$ cat src/rtl/alu_sequencer_if.sv
// rtl/alu_sequencer_if.sv - program load, control and ALU-drive signal bundle for alu_sequencer
interface alu_sequencer_if #(
  parameter int DATA_W = 8
);
  localparam int IW = 4 + 2 * DATA_W;

  // Host side: program loading, run control, accumulator flags
  logic              prog_we;
  logic [3:0]        prog_addr;
  logic [IW-1:0]     prog_data;
  logic              start;
  logic [3:0]        start_pc;
  logic              z_in;
  logic              carry_in;

  // Sequencer side: ALU drive and status
  logic [DATA_W-1:0] A;
  logic [DATA_W-1:0] B;
  logic [3:0]        ALU_Sel;
  logic              load_acc;
  logic [3:0]        pc;
  logic              busy;
  logic              done;

  modport master (
    output prog_we, prog_addr, prog_data, start, start_pc, z_in, carry_in,
    input  A, B, ALU_Sel, load_acc, pc, busy, done
  );

  modport slave (
    input  prog_we, prog_addr, prog_data, start, start_pc, z_in, carry_in,
    output A, B, ALU_Sel, load_acc, pc, busy, done
  );
endinterface

$ cat src/rtl/alu_sequencer.sv
// rtl/alu_sequencer.sv - 16-entry program sequencer driving an external ALU/accumulator
module alu_sequencer #(
  parameter int DATA_W = 8
) (
  input logic            clk,
  input logic            clb,
  alu_sequencer_if.slave bus
);
  localparam int IW = 4 + 2 * DATA_W;

  localparam logic [1:0] S_IDLE  = 2'd0;
  localparam logic [1:0] S_FETCH = 2'd1;
  localparam logic [1:0] S_EXEC  = 2'd2;
  localparam logic [1:0] S_WAIT  = 2'd3;

  localparam logic [3:0] OP_HALT = 4'h0;
  localparam logic [3:0] OP_BC   = 4'hD;
  localparam logic [3:0] OP_JMP  = 4'hE;
  localparam logic [3:0] OP_BZ   = 4'hF;

  logic [1:0]        state;
  logic [IW-1:0]     ir;
  logic [IW-1:0]     mem [16];

  logic [3:0]        op;
  logic [DATA_W-1:0] fa;
  logic [DATA_W-1:0] fb;
  logic [3:0]        target;
  logic [3:0]        pc_inc;

  assign op     = ir[IW-1 -: 4];
  assign fa     = ir[2*DATA_W-1 -: DATA_W];
  assign fb     = ir[DATA_W-1:0];
  assign target = fb[3:0];
  // 4-bit add wraps 15 -> 0 naturally
  assign pc_inc = bus.pc + 4'd1;

  // Program store: host writes only while idle; reset wipes every word to HALT
  always_ff @(posedge clk or negedge clb) begin
    if (!clb) begin
      for (int i = 0; i < 16; i++) begin
        mem[i] <= '0;
      end
    end else if (bus.prog_we && !bus.busy) begin
      mem[bus.prog_addr] <= bus.prog_data;
    end
  end

  // Fetch/execute FSM; load_acc and done default low so each is a single-cycle pulse
  always_ff @(posedge clk or negedge clb) begin
    if (!clb) begin
      state        <= S_IDLE;
      ir           <= '0;
      bus.pc       <= 4'd0;
      bus.A        <= '0;
      bus.B        <= '0;
      bus.ALU_Sel  <= 4'd0;
      bus.load_acc <= 1'b0;
      bus.busy     <= 1'b0;
      bus.done     <= 1'b0;
    end else begin
      bus.load_acc <= 1'b0;
      bus.done     <= 1'b0;
      case (state)
        S_IDLE: begin
          if (bus.start) begin
            bus.pc   <= bus.start_pc;
            bus.busy <= 1'b1;
            state    <= S_FETCH;
          end
        end
        S_FETCH: begin
          ir    <= mem[bus.pc];
          state <= S_EXEC;
        end
        S_EXEC: begin
          case (op)
            OP_HALT: begin
              bus.done <= 1'b1;
              bus.busy <= 1'b0;
              state    <= S_IDLE;
            end
            OP_JMP: begin
              bus.pc <= target;
              state  <= S_FETCH;
            end
            OP_BZ: begin
              bus.pc <= bus.z_in ? target : pc_inc;
              state  <= S_FETCH;
            end
            OP_BC: begin
              bus.pc <= bus.carry_in ? target : pc_inc;
              state  <= S_FETCH;
            end
            default: begin
              bus.A        <= fa;
              bus.B        <= fb;
              bus.ALU_Sel  <= op;
              bus.load_acc <= 1'b1;
              state        <= S_WAIT;
            end
          endcase
        end
        S_WAIT: begin
          bus.pc <= pc_inc;
          state  <= S_FETCH;
        end
        default: state <= S_IDLE;
      endcase
    end
  end
endmodule
$ cat src/flat_wrapper.sv
// flat-port wrapper written by rule: the top's interface ports become plain ports
module alu_sequencer_flat 
#(
  parameter int DATA_W = 8
)
  (clk, clb, bus_prog_we, bus_prog_addr, bus_prog_data, bus_start, bus_start_pc, bus_z_in, bus_carry_in, bus_A, bus_B, bus_ALU_Sel, bus_load_acc, bus_pc, bus_busy, bus_done);
  alu_sequencer_if #(.DATA_W(DATA_W)) bus_i ();
  input logic clk;
  input logic clb;
  input wire logic [$bits(bus_i.prog_we)-1:0] bus_prog_we;
  input wire logic [$bits(bus_i.prog_addr)-1:0] bus_prog_addr;
  input wire logic [$bits(bus_i.prog_data)-1:0] bus_prog_data;
  input wire logic [$bits(bus_i.start)-1:0] bus_start;
  input wire logic [$bits(bus_i.start_pc)-1:0] bus_start_pc;
  input wire logic [$bits(bus_i.z_in)-1:0] bus_z_in;
  input wire logic [$bits(bus_i.carry_in)-1:0] bus_carry_in;
  output wire logic [$bits(bus_i.A)-1:0] bus_A;
  output wire logic [$bits(bus_i.B)-1:0] bus_B;
  output wire logic [$bits(bus_i.ALU_Sel)-1:0] bus_ALU_Sel;
  output wire logic [$bits(bus_i.load_acc)-1:0] bus_load_acc;
  output wire logic [$bits(bus_i.pc)-1:0] bus_pc;
  output wire logic [$bits(bus_i.busy)-1:0] bus_busy;
  output wire logic [$bits(bus_i.done)-1:0] bus_done;
  assign bus_i.prog_we = bus_prog_we;
  assign bus_i.prog_addr = bus_prog_addr;
  assign bus_i.prog_data = bus_prog_data;
  assign bus_i.start = bus_start;
  assign bus_i.start_pc = bus_start_pc;
  assign bus_i.z_in = bus_z_in;
  assign bus_i.carry_in = bus_carry_in;
  assign bus_A = bus_i.A;
  assign bus_B = bus_i.B;
  assign bus_ALU_Sel = bus_i.ALU_Sel;
  assign bus_load_acc = bus_i.load_acc;
  assign bus_pc = bus_i.pc;
  assign bus_busy = bus_i.busy;
  assign bus_done = bus_i.done;
  alu_sequencer #(.DATA_W(DATA_W)) u_core (.clk(clk), .clb(clb), .bus(bus_i));
endmodule
$ cat config.mk
export PLATFORM = sky130hd
export DESIGN_NAME = alu_sequencer_flat
export DESIGN_NICKNAME = d
export VERILOG_FILES = /design/src/rtl/alu_sequencer_if.sv /design/src/rtl/alu_sequencer.sv /design/src/flat_wrapper.sv
export SDC_FILE = /design/constraint.sdc
export NUM_CORES = 1
export LEC_CHECK = 0
export BUFFER_PORTS_ARGS = -buffer_cell sky130_fd_sc_hd__buf_2
export CAP_MARGIN = 20
export CORE_MARGIN = 4
export CORE_UTILIZATION = 45
export CTS_CLUSTER_SIZE = 8
export DETAILED_ROUTE_END_ITERATION = 12
export GPL_ROUTABILITY_DRIVEN = 0
export HOLD_SLACK_MARGIN = 0.12
export PLACE_DENSITY_LB_ADDON = 0.25
export SLEW_MARGIN = 15
export SYNTH_ARGS = -nofsm -noshare
export SYNTH_HDL_FRONTEND = slang
export SYNTH_SLANG_ARGS = --single-unit
$ cat constraint.sdc
create_clock -name clk -period 1.89 [get_ports clk]
set_input_delay 0.189 -clock clk [delete_from_list [all_inputs] [get_ports clk]]
set_output_delay 0.189 -clock clk [all_outputs]
set_load 0.02 [all_outputs]
* Word level (Yosys, flattened, before mapping)
Cells that the tools add are included.
** Storage, ports and cells
- Bits in registers :: 369
- Bits in latches :: 0
- RAM bits :: 0
- Memory bits (read-only) :: 0
- Bits of input ports :: 34
- Output and inout port bits :: 27
- Word-level logic and storage cells :: 74
- Memories :: 0
** Cells by class
- $add $sub $neg :: 1
- Multipliers :: 0
- Div/mod/pow operators :: 0
- $lt $le $gt $ge :: 3
- Eq/ne operators :: 9
- Shifts and indexed selects :: 0
- Mux-type cells :: 21
- Bitwise gates (word level) :: 3
- Reductions and logical operators :: 12
** Operator list (count)
- $bwmux 320 :: 1
- $bmux 20 s4 :: 1
- $demux 20 s4 :: 1
- $mux 20 :: 3
- $pmux 4 s3 :: 2
- $eq 4x4->1 const B :: 3
- $mux 4 :: 3
- $ge 5x5->1 const B :: 2
- $not 4->5 :: 2
- $pmux 2 s4 :: 1
- $mux 1 :: 6
- $reduce_and 3->1 :: 2
- $lt 5x1->1 const B :: 1
- $add 4x1->4 const B :: 1
- $eq 2x2->1 const B :: 2
- $logic_not 4->1 :: 1
- $ne 4x1->1 const B :: 1
- $pmux 2 s2 :: 1
- $reduce_or 4->1 :: 1
- $reduce_bool 3->1 :: 1
- $reduce_or 3->1 :: 1
- $eq 2x1->1 const B :: 1
- $logic_and 1x1->1 :: 2
- $logic_not 2->1 :: 1
- 8 further kinds :: 8

* Logic depth before layout (Yosys ltp)
Gate-level depths: netlist (run 1).
- Depth in word-level cells :: 6
- Depth in mapped cells :: 8
- Mapped depth without buffers :: 6

* Worst setup path after synthesis (run 1)
OpenSTA, ideal clock, no wires.
- Path kind :: register to register
- Start point :: reg u_core.bus.pc[0]
- End point :: reg u_core.ir[3]
- Setup time :: 137 ps
- Arrival :: 1717 ps
- Required time :: 1753 ps
- Slack :: 36 ps
- Cell stages (with the launch flop) :: 7
- Path buffers :: 2
- Period minus slack after synthesis :: 1854 ps
- Cell sequence :: dfrtp_1 buf_2 clkbuf_1 mux2i_1 o22ai_1 o32ai_1 a21oi_1
** Between the ends
- Word-level cells in the longest chain between the ends :: 4
** Ends and longest elaborated chain
- from (decl) :: line alu_sequencer_if.sv:32 : output A, B, ALU_Sel, load_acc, pc, busy, done
- from (signal assigned) :: line alu_sequencer.sv:67 : bus.pc <= bus.start_pc;
- from (signal assigned) :: line alu_sequencer.sv:84 : bus.pc <= target;
- from (signal assigned) :: line alu_sequencer.sv:88 : bus.pc <= bus.z_in ? target : pc_inc;
- $not 4->5 (not written as such) :: line alu_sequencer.sv:73 : ir <= mem[bus.pc];
- $bmux 20 s4 :: line alu_sequencer.sv:73
- $mux 20 (not written as such) (2 in series) :: line alu_sequencer.sv:73
- to (signal assigned) :: line alu_sequencer.sv:73
- to (decl) :: line alu_sequencer.sv:22 : logic [IW-1:0] ir;
No other way between the ends. The select of a mux whose other input is x is not followed.
A chain may end at the register's enable or synchronous reset.

* Worst setup path after layout (run 1)
- Start point :: reg u_core.bus.busy
- End point :: reg u_core.mem[252] (netlist name)
** Between the ends
- Word-level cells in the longest chain between the ends :: 2
** Ends and longest elaborated chain
- from (decl) :: line alu_sequencer_if.sv:32
- from (signal assigned) :: line alu_sequencer.sv:59 : bus.busy <= 1'b0;
- from (signal assigned) :: line alu_sequencer.sv:68 : bus.busy <= 1'b1;
- from (signal assigned) :: line alu_sequencer.sv:80 : bus.busy <= 1'b0;
- $logic_not 1->1 :: line alu_sequencer.sv:44 : end else if (bus.prog_we && !bus.busy) begin
- $logic_and 1x1->1 :: line alu_sequencer.sv:44
- to (signal, indexed assignment) :: line alu_sequencer.sv:45 : mem[bus.prog_addr] <= bus.prog_data;
- to (decl) :: line alu_sequencer.sv:23 : logic [IW-1:0] mem [16];
No other way between the ends.

==> metrics.md, run 1 <==
| Metric | Value |
|---|---|
| Status | `finished, final reports clean` |
| Synth cell types | `44` |
| Chip width | `200 um` |
| Setup TNS after final layout | `0 ns` |
| 1st-iter DRT viols | `560` |
| Post-Syn Area | `0.0166 mm2` |
| Period utilization | `0.962` |
| Final setup skew | `0.0232 ns` |
| Post-synth EDFFs | `0` |
| Post-DP Area | `0.0181 mm2` |
| Synth area leader | `dfrtp_1` |
| Worst setup path start | `u_core.bus.busy` |
| Antenna violations before repair | `0` |
| Reg2Reg Capture Point | `u_core.mem[252]` |
| Least-Margin Pin Slew | `0.935 ns` |
| Total track usage | `0.214` |
| Worst Setup EP | `u_core.mem[252]` |
| Post-synth top area share | `0.557` |
| I/O Pins | `61` |
| Die Y | `200 um` |
| Core ar. | `0.0364 mm2` |
| Non-filler cells, final | `1734` |
| Largest net degree at the start of global routing | `70` |
| Clk_lat worst skew | `0.55 ns` |
| Top_reg_cell synth | `dfrtp_1` |
| CP startpoint kind | `flip-flop` |
| Vias in the first global route | `10500` |
| Final setup fails | `0` |
| Crit-path max FO | `18` |
| Clock-pin slew on the worst setup and hold paths | `0.05 ns` |
| RR Startpoint | `u_core.bus.busy` |
| Synth-to-layout area growth | `19.1%` |
| Dpl hpwl | `26400 um` |
| Mean Syn Cell Area | `14.7 um2` |
| Number of diodes | `0` |
| GRT Residual Overflow | `0` |
| Worst setup EP type | `flip-flop` |
| Initial core utilization | `0.455` |
| I/O Buffers | `60` |
| Setup ws final | `0.0726 ns` |
| Post-synth top cells | `dfrtp_1, mux2_2, mux2i_1, clkbuf_1, mux4_2` |
| R2R Setup Slk | `0.07 ns` |
| Fin crit period | `1.82 ns` |
| Max stage delay on crit path | `0.43 ns` |
| Worst slack, placed | `0.0998 ns` |
| Fin nets | `1303` |
| Pwr Density | `1340 mW/mm2` |
| Required time worst endpoint | `2.31 ns` |
| Rel. slew slack | `0.374` |
| Placed insts | `1647` |
| Final wirelength | `42200 um` |
| CP max stage cell | `dfrtp_1` |
| Worst min path class | `input port to flip-flop` |
| Antenna Violating Nets Remaining | `0` |
| Vias per inst | `5.80` |
| Synth area leaders | `dfrtp_1, mux2_2, mux2i_1` |
| Drt wl/cell | `24.3 um` |
| Die Footprint | `0.0399 mm2` |
| Register bit count reported by yosys | `369` |
| Crit Path Class | `flip-flop to flip-flop` |
| CTS tree | `built` |
| First drt pass iteration count | `4` |
| Pwr Total | `26400 uW` |
| Cell Rows | `70` |
| Syn Nets | `1168` |
| Hold Fails Final Rpt | `0` |
| Static Leak | `0.00945 uW` |
| Critical path arrival | `2.24 ns` |
| Post-synthesis sequential area ratio | `0.557` |
| Filler instances | `2985` |
| R2r worst-path depth | `5` |
| Peak supply drop | `0.000648 V` |
| Ys async rst share | `1.00` |
| Fmax | `0.550 GHz` |
| CTS sink count | `369` |
| Synthesized instance count | `1129` |
| Critical-path cell list | `nor4b_1 > buf_4 > nor2b_2 > buf_12 > mux2_2` |
| Share of layout cells above drive strength 1 | `0.471` |
| DRC viols | `0` |
| Num CTS Buffers | `52` |
| Final Instance Area | `0.0197 mm2` |
| Yosys warning count | `0` |
| CTS H-tree lvls | `2` |
| Vias post-DR | `10100` |
| Final-report max-slew violation count | `0` |
| Count leader, synth | `dfrtp_1` |
| Clock buffer depth | `3` |
| Max-Cap Viols | `0` |
| Clock root cell | `clkbuf_16` |
| First-pass GRT wire length | `64900 um` |
-- power breakdown --
part	switching (uW)	internal (uW)	leakage, uW
logic	4160	4050	0.00386
registers	891	9320	0.00493
clock network	3090	4870	0.000660
-- metal layers --
layer  up-vias  routed length (um)  GRT usage
met5         -                   0          0
met4         0                 938     0.0533
met3        65                1910     0.0358
met2       228               20100      0.348
met1      5362               19200      0.305
li1       4396                   -          -
-- worst min-delay path by stage --
stage / cells after the start / endpoint / start
floorplan: 0 / u_core.bus.ALU_Sel[0] / clb
global placement: 1 / u_core.mem[160] / clb
detailed placement: 1 / u_core.mem[180] / clb
CTS: 2 / u_core.mem[261] / bus_prog_data[1]
global route: 2 / u_core.mem[276] / bus_prog_data[16]
finish: 2 / u_core.mem[293] / bus_prog_data[13]
-- state kept, by name (all words and copies together), names as in the netlist --
register	cells
u_core.bus.A	8
u_core.bus.ALU_Sel	4
u_core.bus.pc	4
u_core.bus.B	8
u_core.state	2
u_core.mem	320
u_core.bus.load_acc	1
u_core.bus.done	1
u_core.ir	20
u_core.bus.busy	1
-- what timing repair did --
item,4_1_cts,5_1_grt
setup endpoints to repair,0,6
endpoints found under the hold margin,609,0
gates resized for setup,0,4
hold buffers,25,0
buffers inserted,0,6
-- stage by stage --
stage	utilization	hold slack, ns
after floorplan	-	-0.107
after global placement	0.496	0.110
after detailed placement	0.496	0.112
after CTS	0.540	0.121
after global routing	0.541	0.137
final	0.541	0.134
-- layout make-up --
class                   count  area, um2  area share
clock buffers              55       1330      0.0676
clock inverters             1       8.76    0.000444
inverters                   6       22.5     0.00114
multi-input cells         662       6920       0.351
flip-flops and latches    369       9240       0.468
well taps                 468        586      0.0297
repair buffers            173       1610      0.0818
-- kinds of logic after synthesis --
logic type | synth area share
AND/OR/NAND/NOR | 0.0213
multiplexers | 0.350
XOR/XNOR | 0.00106
adder cells (fa/ha/maj) | 0.00378
AO/OA/AOI/OAI | 0.0400
flip-flops | 0.557
buffers and inverters | 0.0262
-- cell usage in the layout (no fill, tap or decap), drive strengths merged, types with 15 or more instances in the layout --
cell | Yosys | final
o22ai | 20 | 20
clkbuf | 65 | 55
o21ai | 26 | 26
buf | 27 | 148
nor2 | 26 | 26
o32ai | 20 | 20
dfrtp | 369 | 369
mux2i | 102 | 102
nand2 | 15 | 15
mux4 | 40 | 40
mux2 | 339 | 339
dlygate4sd3 | 0 | 25
a21oi | 25 | 25
-- worst max-delay path, delay by kind of cell (launching register included) --
| family | cells | cell delay, ns |
|---|---|---|
| AND/OR/NAND/NOR | 2 | 0.47 |
| buffers and inverters | 2 | 0.41 |
| multiplexers | 1 | 0.35 |
| flip-flops | 1 | 0.43 |
No activity file was read; power rests on OpenSTA's default activity.
==> inputs of run 2 (changes only) <==
Settings changed: ABC_AREA set to 1.
==> run 2 against run 1 <==
Combinational power grew 30%. Synthesized cell count rose by 84%. First-iteration DRC count grew to 3.0 times the previous value. Power grew 19%. Critical path depth increased by 3. Critical path type unchanged.
==> metrics.md, run 2 <==
| Metric | Value |
|---|---|
| Dpl hpwl | `27000 um (+2.3%)` |
| Period utilization | `0.891 (-0.0710)` |
| Hold Fails Final Rpt | `0 (unchanged)` |
| Placed insts | `2503 (+52%)` |
| Num CTS Buffers | `52 (unchanged)` |
| Crit-path most repeated cell | `nand3_1` |
| Vias per inst | `5.56 (-4.1%)` |
| Fin nets | `2144 (+65%)` |
| GRT Residual Overflow | `0 (unchanged)` |
| Antenna Violating Nets Remaining | `0 (unchanged)` |
| Clk_lat worst skew | `0.56 ns (about the same)` |
| Vias post-DR | `14300 (+42%)` |
| Most flops, register | `u_core.mem` |
| Required time worst endpoint | `2.37 ns (+0.06 ns)` |
| Post-synth top area share | `0.559 (+0.00148)` |
| Pwr Density | `1640 mW/mm2 (+23%)` |
| Die Y | `200 um (-0.13%)` |
| Number of diodes | `0 (unchanged)` |
| Worst min path class | `input port to flip-flop` |
| Post-synth top cells | `nand2_1, dfrtp_1, o21ai_0, nand3_1, clkbuf_1` |
| Non-filler cells, final | `2569 (+48%)` |
| Top_reg_cell synth | `dfrtp_1` |
| Fmax | `0.594 GHz (+8.0%)` |
| Clock buffer depth | `3 (unchanged)` |
| Final wirelength | `48200 um (+14%)` |
| Synth area leaders | `dfrtp_1, nand2_1, o21ai_0` |
| Rel. slew slack | `0.578 (+0.204)` |
| Worst setup EP type | `flip-flop` |
| Die Footprint | `0.0398 mm2 (-0.25%)` |
| Critical-path cell list | `inv_4 > buf_4 > nand2_1 > nand3_1 > nand3_1 > nand3_1 > nand3_1 > nand2_1` |
| Pwr Total | `31300 uW (+19%)` |
| First drt pass iteration count | `6 (+2)` |
| Most common cell after layout, fill and taps aside | `nand2_1` |
| Least-Margin Pin Slew | `0.632 ns (-0.303 ns)` |
| Peak supply drop | `0.000829 V (+28%)` |
| DRC viols | `0 (unchanged)` |
| Final setup skew | `0.0191 ns (-0.00413 ns)` |
| Antenna violations before repair | `0 (unchanged)` |
| Total track usage | `0.244 (+0.0298)` |
| Core ar. | `0.0359 mm2 (-1.4%)` |
| Fin crit period | `1.68 ns (-0.134 ns)` |
| Crit-path max FO | `34 (+16)` |
| Ys async rst share | `1.00 (unchanged)` |
| Drt wl/cell | `18.8 um (-23%)` |
| Synth area leader | `dfrtp_1` |
| CP max stage cell | `dfrtp_4` |
| Chip width | `200 um (-0.13%)` |
| Yosys warning count | `0 (unchanged)` |
| Cell Rows | `69 (-1.4%)` |
| Share of layout cells above drive strength 1 | `0.0863 (-0.384)` |
| Status | `finished, final reports clean` |
| Max-Cap Viols | `0 (unchanged)` |
| I/O Buffers | `60 (unchanged)` |
| Post-synthesis sequential area ratio | `0.559 (+0.00148)` |
| Initial core utilization | `0.460 (+0.00537)` |
| First-pass GRT wire length | `76500 um (+18%)` |
| Synth-to-layout area growth | `15.4%` |
| Final core occ | `0.531 (-0.0107)` |
| Crit Path Class | `flip-flop to flip-flop` |
| Syn Nets | `2116 (+81%)` |
| Hold WS | `0.117 ns (-0.0166 ns)` |
| CTS sink count | `369 (unchanged)` |
| Static Leak | `0.00937 uW (-0.84%)` |
| RSZ-0062 raised after global routing | `false` |
| CP startpoint kind | `flip-flop` |
| Post-synth EDFFs | `0 (unchanged)` |
| CTS tree | `built` |
| Vias in the first global route | `13500 (+29%)` |
| Register bit count reported by yosys | `369 (unchanged)` |
| CTS H-tree lvls | `2 (unchanged)` |
| Max stage delay on crit path | `0.57 ns (+0.14 ns)` |
| Synth cell types | `22 (-50%)` |
| Max reg flops | `320 (unchanged)` |
| Largest net degree at the start of global routing | `77 (+10%)` |
| Final setup fails | `0 (unchanged)` |
| Most frequent cells in the layout | `nand2_1, dfrtp_1, o21ai_0` |
| Clock root cell | `clkbuf_16` |
| Post-Syn Area | `0.0165 mm2 (-0.26%)` |
| 1st-iter DRT viols | `1672 (+200%)` |
| Top Registers | `u_core.mem: 320 flops, u_core.ir: 20 flops` |
| Clock-pin slew on the worst setup and hold paths | `0.05 ns (about the same)` |
| I/O Pins | `61 (unchanged)` |
| Synthesized instance count | `2077 (+84%)` |
| Count leader, synth | `nand2_1` |
| Setup TNS after final layout | `0 ns (unchanged)` |
| Final-report max-slew violation count | `0 (unchanged)` |
| Critical path arrival | `2.17 ns (-0.07 ns)` |
| Mean Syn Cell Area | `7.95 um2 (-46%)` |
-- run 2: cell count changes after synthesis, sizes merged, moves of 9 or more --
cell    delta
nand2    +882
mux2     -339
o21ai    +299
nand3    +195
mux2i    -102
inv       +44
buf       +43
mux4      -40
a21oi     +23
o22ai     -20
o32ai     -20
clkbuf    +17
nor2b      -9
-- run 2: worst max-delay path: cells and delay by family (launching register included) --
| kind | cells | cell delay, ns |
|---|---|---|
| DFF | 1 | 0.57 |
| buffers and inverters | 2 | 0.50 |
| and+or+nand+nor | 6 | 0.55 |
-- run 2: timing repair --
item	in CTS	in global routing
setup endpoints to repair	0	31
hold buffers	9	0
hold endpoints to repair	305	0
gates resized for setup	0	2
buffers inserted	0	0
-- run 2: final timing paths --
path	startpoint	endpoint	slack [ns]	cells past startpoint
max	u_core.bus.pc[0]	u_core.ir[19]	0.21	8
min	bus_prog_data[6]	u_core.mem[226]	0.12	3
max reg2reg	u_core.bus.pc[0]	u_core.ir[19]	0.21	8
min reg2reg	u_core.bus.A[7]	u_core.bus.A[7]	0.48	2
max in group asynchronous	clb	u_core.bus.pc[0]	0.91	3
min in group asynchronous	clb	u_core.bus.B[4]	0.14	2
-- run 2: cell families after synthesis --
kind of cell,count (synthesis),synth area share
adder cells (fa/ha/maj),5,0.00379
XOR/XNOR,1,0.000530
buffers and inverters,201,0.0508
AO/OA/AOI/OAI,375,0.114
flip-flops,369,0.559
AND/OR/NAND/NOR,1126,0.272
-- run 2: area by class of cell --
cell class	count	area, um2
Fill cell	3380	16900
Tap cell	461	577
Sequential cell	369	9240
Clock buffer	56	1340
Multi-Input combinational cell	1507	6470
Inverter	49	186
Clock inverter	1	8.76
Timing Repair Buffer	126	1240
-- run 2: through the flow --
step | setup slack (ns) | area, um2
after floorplan | 0.445 | 16500
after global placement | 0.267 | 17600
after detailed placement | 0.233 | 17600
after CTS | 0.219 | 19100
after global routing | 0.0646 | 19100
final | 0.207 | 19100
-- run 2: power breakdown --
part	switching, uW	internal (uW)	leakage, uW
Combinational	6920	3800	0.00380
Clock	3170	4890	0.000661
Sequential	1760	10800	0.00490
-- run 2: metal layers --
layer / part of all wire / global-route usage / vias up
met4: 0.016 / 0.0541 / 0
met5: 0 / 0 / -
met3: 0.095 / 0.0504 / 60
li1: - / - / 6715
met2: 0.42 / 0.355 / 612
met1: 0.47 / 0.378 / 6888
